==> src/rtl/muldiv_ctrl.sv <==
// muldiv_ctrl: sequencer between the control unit and the iterative
// multiplier/divider. Owns HI/LO, handles mthi/mtlo and div-by-zero.
// Optional watchdog: define MULDIV_TIMEOUT_EN to bound the RUN state
// to TIMEOUT cycles; otherwise timeout is tied low and no counter exists.
module muldiv_ctrl #(
  parameter int WIDTH   = 32,
  parameter int TIMEOUT = 64
) (
  input  logic             clk,
  input  logic             reset,
  input  logic             op_start,
  input  logic             op_sel,
  input  logic [WIDTH-1:0] op_a,
  input  logic [WIDTH-1:0] op_b,
  input  logic             hilo_we,
  input  logic             hilo_sel,
  input  logic [WIDTH-1:0] hilo_wdata,
  output logic             busy,
  output logic             done,
  output logic             div_zero,
  output logic             timeout,
  output logic [WIDTH-1:0] hi_out,
  output logic [WIDTH-1:0] lo_out,
  output logic [WIDTH-1:0] mult_a,
  output logic [WIDTH-1:0] mult_b,
  output logic             mult_init,
  output logic             mult_clr,
  input  logic             mult_stop,
  input  logic [WIDTH-1:0] mult_hi,
  input  logic [WIDTH-1:0] mult_lo,
  output logic [WIDTH-1:0] div_a,
  output logic [WIDTH-1:0] div_b,
  output logic             div_init,
  output logic             div_clr,
  input  logic             div_stop,
  input  logic [WIDTH-1:0] div_hi,
  input  logic [WIDTH-1:0] div_lo
);

  typedef enum logic [1:0] {IDLE, CLEAR, RUN, DONE} state_t;

  state_t           state;
  logic             sel_q;
  logic [WIDTH-1:0] a_q;
  logic [WIDTH-1:0] b_q;

  // Both units see the latched operands; only the selected one is sequenced.
  assign mult_a = a_q;
  assign mult_b = b_q;
  assign div_a  = a_q;
  assign div_b  = b_q;

  // Stop flag of the selected unit; the other unit's sticky stop is ignored.
  logic             stop_sel;
  logic [WIDTH-1:0] res_hi;
  logic [WIDTH-1:0] res_lo;
  assign stop_sel = sel_q ? div_stop : mult_stop;
  assign res_hi   = sel_q ? div_hi   : mult_hi;
  assign res_lo   = sel_q ? div_lo   : mult_lo;

`ifdef MULDIV_TIMEOUT_EN
  localparam int CW = $clog2(TIMEOUT + 1);
  logic [CW-1:0] run_cnt;
  logic          run_expired;
  assign run_expired = (run_cnt == CW'(TIMEOUT - 1));
`else
  assign timeout = 1'b0;
`endif

  // Main sequencer: all outputs registered, pulses default low each cycle.
  always_ff @(posedge clk) begin
    if (reset) begin
      state     <= IDLE;
      sel_q     <= 1'b0;
      a_q       <= '0;
      b_q       <= '0;
      hi_out    <= '0;
      lo_out    <= '0;
      busy      <= 1'b0;
      done      <= 1'b0;
      div_zero  <= 1'b0;
      mult_init <= 1'b0;
      mult_clr  <= 1'b0;
      div_init  <= 1'b0;
      div_clr   <= 1'b0;
`ifdef MULDIV_TIMEOUT_EN
      timeout   <= 1'b0;
      run_cnt   <= '0;
`endif
    end else begin
      done     <= 1'b0;
      div_zero <= 1'b0;
      mult_clr <= 1'b0;
      div_clr  <= 1'b0;
`ifdef MULDIV_TIMEOUT_EN
      timeout  <= 1'b0;
`endif
      case (state)
        IDLE: begin
          // mthi/mtlo commit first; a same-cycle op overwrites later.
          if (hilo_we) begin
            if (hilo_sel) hi_out <= hilo_wdata;
            else          lo_out <= hilo_wdata;
          end
          if (op_start) begin
            sel_q <= op_sel;
            a_q   <= op_a;
            b_q   <= op_b;
            busy  <= 1'b1;
            if (op_sel && (op_b == '0)) begin
              // Divide by zero: finish immediately, units untouched.
              state    <= DONE;
              done     <= 1'b1;
              div_zero <= 1'b1;
            end else begin
              // Stop flags are sticky, so the unit must be cleared first.
              state <= CLEAR;
              if (op_sel) div_clr  <= 1'b1;
              else        mult_clr <= 1'b1;
            end
          end
        end
        CLEAR: begin
          state <= RUN;
          if (sel_q) div_init  <= 1'b1;
          else       mult_init <= 1'b1;
`ifdef MULDIV_TIMEOUT_EN
          run_cnt <= '0;
`endif
        end
        RUN: begin
          if (stop_sel) begin
            hi_out    <= res_hi;
            lo_out    <= res_lo;
            mult_init <= 1'b0;
            div_init  <= 1'b0;
            done      <= 1'b1;
            state     <= DONE;
          end
`ifdef MULDIV_TIMEOUT_EN
          else if (run_expired) begin
            // Abandon the unit: drop init, clear it, leave HI/LO alone.
            mult_init <= 1'b0;
            div_init  <= 1'b0;
            if (sel_q) div_clr  <= 1'b1;
            else       mult_clr <= 1'b1;
            timeout   <= 1'b1;
            done      <= 1'b1;
            state     <= DONE;
          end else begin
            run_cnt <= run_cnt + 1'b1;
          end
`endif
        end
        DONE: begin
          busy  <= 1'b0;
          state <= IDLE;
        end
        default: state <= IDLE;
      endcase
    end
  end

endmodule

==> config.mk <==
export PLATFORM = sky130hd
export DESIGN_NAME = muldiv_ctrl
export DESIGN_NICKNAME = d
export VERILOG_FILES = /design/src/rtl/muldiv_ctrl.sv
export SDC_FILE = /design/constraint.sdc
export NUM_CORES = 1
export LEC_CHECK = 0
export CAP_MARGIN = 20
export CORE_MARGIN = 3
export CORE_UTILIZATION = 25
export DETAILED_ROUTE_END_ITERATION = 7
export RECOVER_POWER = 100
export SLEW_MARGIN = 15
export SYNTH_ARGS = -nofsm -noshare
export SYNTH_HDL_FRONTEND = slang
export SYNTH_SLANG_ARGS = --single-unit
==> constraint.sdc <==
create_clock -name clk -period 2.12 [get_ports clk]
set_input_delay 0.318 -clock clk [delete_from_list [all_inputs] [get_ports clk]]
set_output_delay 0.318 -clock clk [all_outputs]
set_load 0.01 [all_outputs]
==> run metrics <==
R2R cell count 5; design area 0.0116 mm²; I/O pins 432; Area Overhead vs Synth 73.2%; Net Sw Frac 0.311; Num CTS Buffers 17; Least-Margin Pin Slew roughly 570 ps; Reg power frac 0.336; CTS tree done; DP HPWL around 20000 µm; setup TNS 0 ps; Core Box Area ~0.026 mm²; sw power ~0.0029 W; RSZ-0062 raised after global routing no; Post-synth top cells nand2_1, a21oi_1, dfxtp_1; grt ovf 0; Area contributors post-synth dfxtp_1, a21oi_1, nand2_1; LEAKAGE around 4.7 nW; met1 Use GR 0.208; maximum buffer depth of the clock tree 2; CP max FO 32; average size of a mapped cell 7.66 µm²; Routed Antenna Nets 0; overall power a little over 0.009 W; most used standard cell by instance count after synthesis nand2_1; Post-synth EDFFs 0; met2 Resource Use GR 0.306; Seq/Total Area, Yosys 0.414; Startpoint Class flop; Unique masters post-synth 35; Pint roughly 0.0063 W; clock group share of total power 0.352; highest clock rate 0.524 GHz; CP endpoint lo_out[23]$_SDFFE_PP0P_; die area approximately 0.029 mm²; pre-CTS WS 9.86 ps; first-pass GRT wire length 38800 µm; Max H-tree Level 4; synth warn 0; Nets around 1400; # DRC 0; Synth async-reset ratio 0; worst rel slew slack 0.622; drt first pass iters 4; DR vias roughly 7000; share of the synthesized area in the top cell type 0.414; Worst setup startpoint sel_q$_SDFFE_PP0P_; post-route setup slack 212 ps; CTS sink cnt 138; Cells after Synth 871; Max VDD drop about 490 µV; Clock Pin Slew Worst Setup and Hold Paths 60 ps; run status completed; met3 Track Usage GR 0.0382; Clock Skew about 11 ps; I/O Buffers 430; global route hottest layer met2; placed inst area 0.0109 mm²; cell accounting for the most synthesized area dfxtp_1; reg2reg end lo_out[23]$_SDFFE_PP0P_; drt total wl about 26000 µm; Slew Limit Fails 0; max_cap viols 0; initial core utilization 0.255; PwrDens 798 mW/mm²; Synth Register Bits 138; vias in the first global route roughly 6900; dominant synthesized flop cell dfxtp_1; Req. time, crit path roughly 2500 ps; GRT Resource Usage Total 0.172; Critical Path End Type flop; Net Count, Synth roughly 1100; CTS root buf clkbuf_16; r2r setup slk about 210 ps; Die Wd between 150 and 200 µm; final hold viol count 0; Hold Crit Class input port to flop; WHS 170 ps; vias per inst 4.50; clock period minus final worst setup slack approximately 1900 ps; r2r startpoint sel_q$_SDFFE_PP0P_; fillers roughly 2700; WP data arrival 2240 ps; fraction of layout cells with a size suffix above 1 0.0522; drt wl/cell around 17 µm; pin count of the biggest net entering global routing 74; final worst-path cycle share 0.900; final setup violation count 0; Setup CP Type flop to flop; diodes inserted 0; site row count 59; Cell Area, Synth between 0.006 and 0.007 mm²; initial DRC count 416; Clock Latency Late Sink approximately 400 ps; Gate power share 0.312; Routability Congestion 0.810; Die Ht 169 µm; initial antenna violation count 0
[power groups by stage]
stage	registers [W]	logic (W)	clock network, W
6_report	0.00310	0.00287	0.00324
5_1_grt	0.00314	0.00313	0.00345
4_1_cts	0.00312	0.00305	0.00335
3_5_place_dp	0.00318	0.00304	0
3_3_place_gp	0.00317	0.00304	0
2_1_floorplan	0.00326	0.00138	0
[sequential cells by signal (all words and copies together), names as in the netlist]
signal	cells
div_zero	1
mult_init	1
done	1
div_a	32
sel_q	1
div_init	1
hi_out	32
mult_clr	1
div_clr	1
div_b	32
busy	1
state	2
lo_out	32
[stage by stage]
step,util,cells
CTS,0.442,1561
finish,0.442,1561
global route,0.442,1561
floorplan,-,871
detailed placement,0.418,1529
global placement,0.418,1529
[layout make-up]
| type | instances | area, µm² | share of cell area |
|---|---|---|---|
| multi-input cells | 601 | 3120 | 0.270 |
| clock buffers | 18 | 429 | 0.0371 |
| repair buffers | 450 | 4590 | 0.397 |
| clock inverters | 14 | 211 | 0.0183 |
| well taps | 335 | 419 | 0.0363 |
| inverters | 5 | 18.8 | 0.00162 |
| flip-flops and latches | 138 | 2760 | 0.239 |
[per-layer routing]
metal	up-vias	share of wire
li1	3530	-
met1	3238	0.42
met2	226	0.50
met3	23	0.059
met4	0	0.017
met5	-	0
[kinds of logic (layout without fill, tap and decap cells)]
group / Yosys count / after routing / synth area share
compound gates: 211 / 211 / 0.165
fa+ha+maj: 4 / 4 / 0.00750
buf+inv: 132 / 487 / 0.120
flops: 138 / 138 / 0.414
mux: 65 / 65 / 0.0994
other cells: 1 / 1 / 0.000562
simple gates: 320 / 320 / 0.192
[layout by cell type (no fill, tap or decap), types with 2 or more instances in the layout]
cell and n:
bufinv_16 4, nor4_1 5, clkbuf_16 17, nor3_1 2
o21bai_1 2, o21ai_0 4, dfxtp_1 137, a21oi_1 196
clkinv_4 3, nor2_1 36, buf_4 10, ha_1 2
buf_12 11, inv_1 5, dlygate4sd3_1 200, mux2i_1 64
nor4_2 2, a22oi_2 2, inv_6 4, a22o_1 2
clkdlybuf4s50_1 229, inv_8 2, nand3_1 2, nand2_1 260
[timing repair]
| action | in CTS | in global routing |
|---|---|---|
| resized for setup | 0 | 1 |
| hold buffers | 0 | 0 |
| setup endpoints to repair | 0 | 2 |
| setup buffers | 0 | 0 |
[critical path, stage by stage, from the launching register on]
cell     delay, ps
dfxtp_2        690
mux2i_4        450
a22o_1         250
buf_12         220
nand2_1         70
a21oi_1        140
[worst min-delay path by stage]
stage | start | endpoint | slack (ps) | cells after the start
2_1_floorplan | op_sel | mult_clr$_SDFF_PP0_ | 400 | 1
3_3_place_gp | hi_out[6]$_SDFFE_PP0P_ | hi_out[6]$_SDFFE_PP0P_ | 440 | 2
3_5_place_dp | hi_out[28]$_SDFFE_PP0P_ | hi_out[28]$_SDFFE_PP0P_ | 450 | 2
4_1_cts | reset | busy$_SDFFE_PP0P_ | 150 | 2
5_1_grt | reset | sel_q$_SDFFE_PP0P_ | 150 | 2
6_report | reset | busy$_SDFFE_PP0P_ | 170 | 2
(Power assumes the default switching activity.)
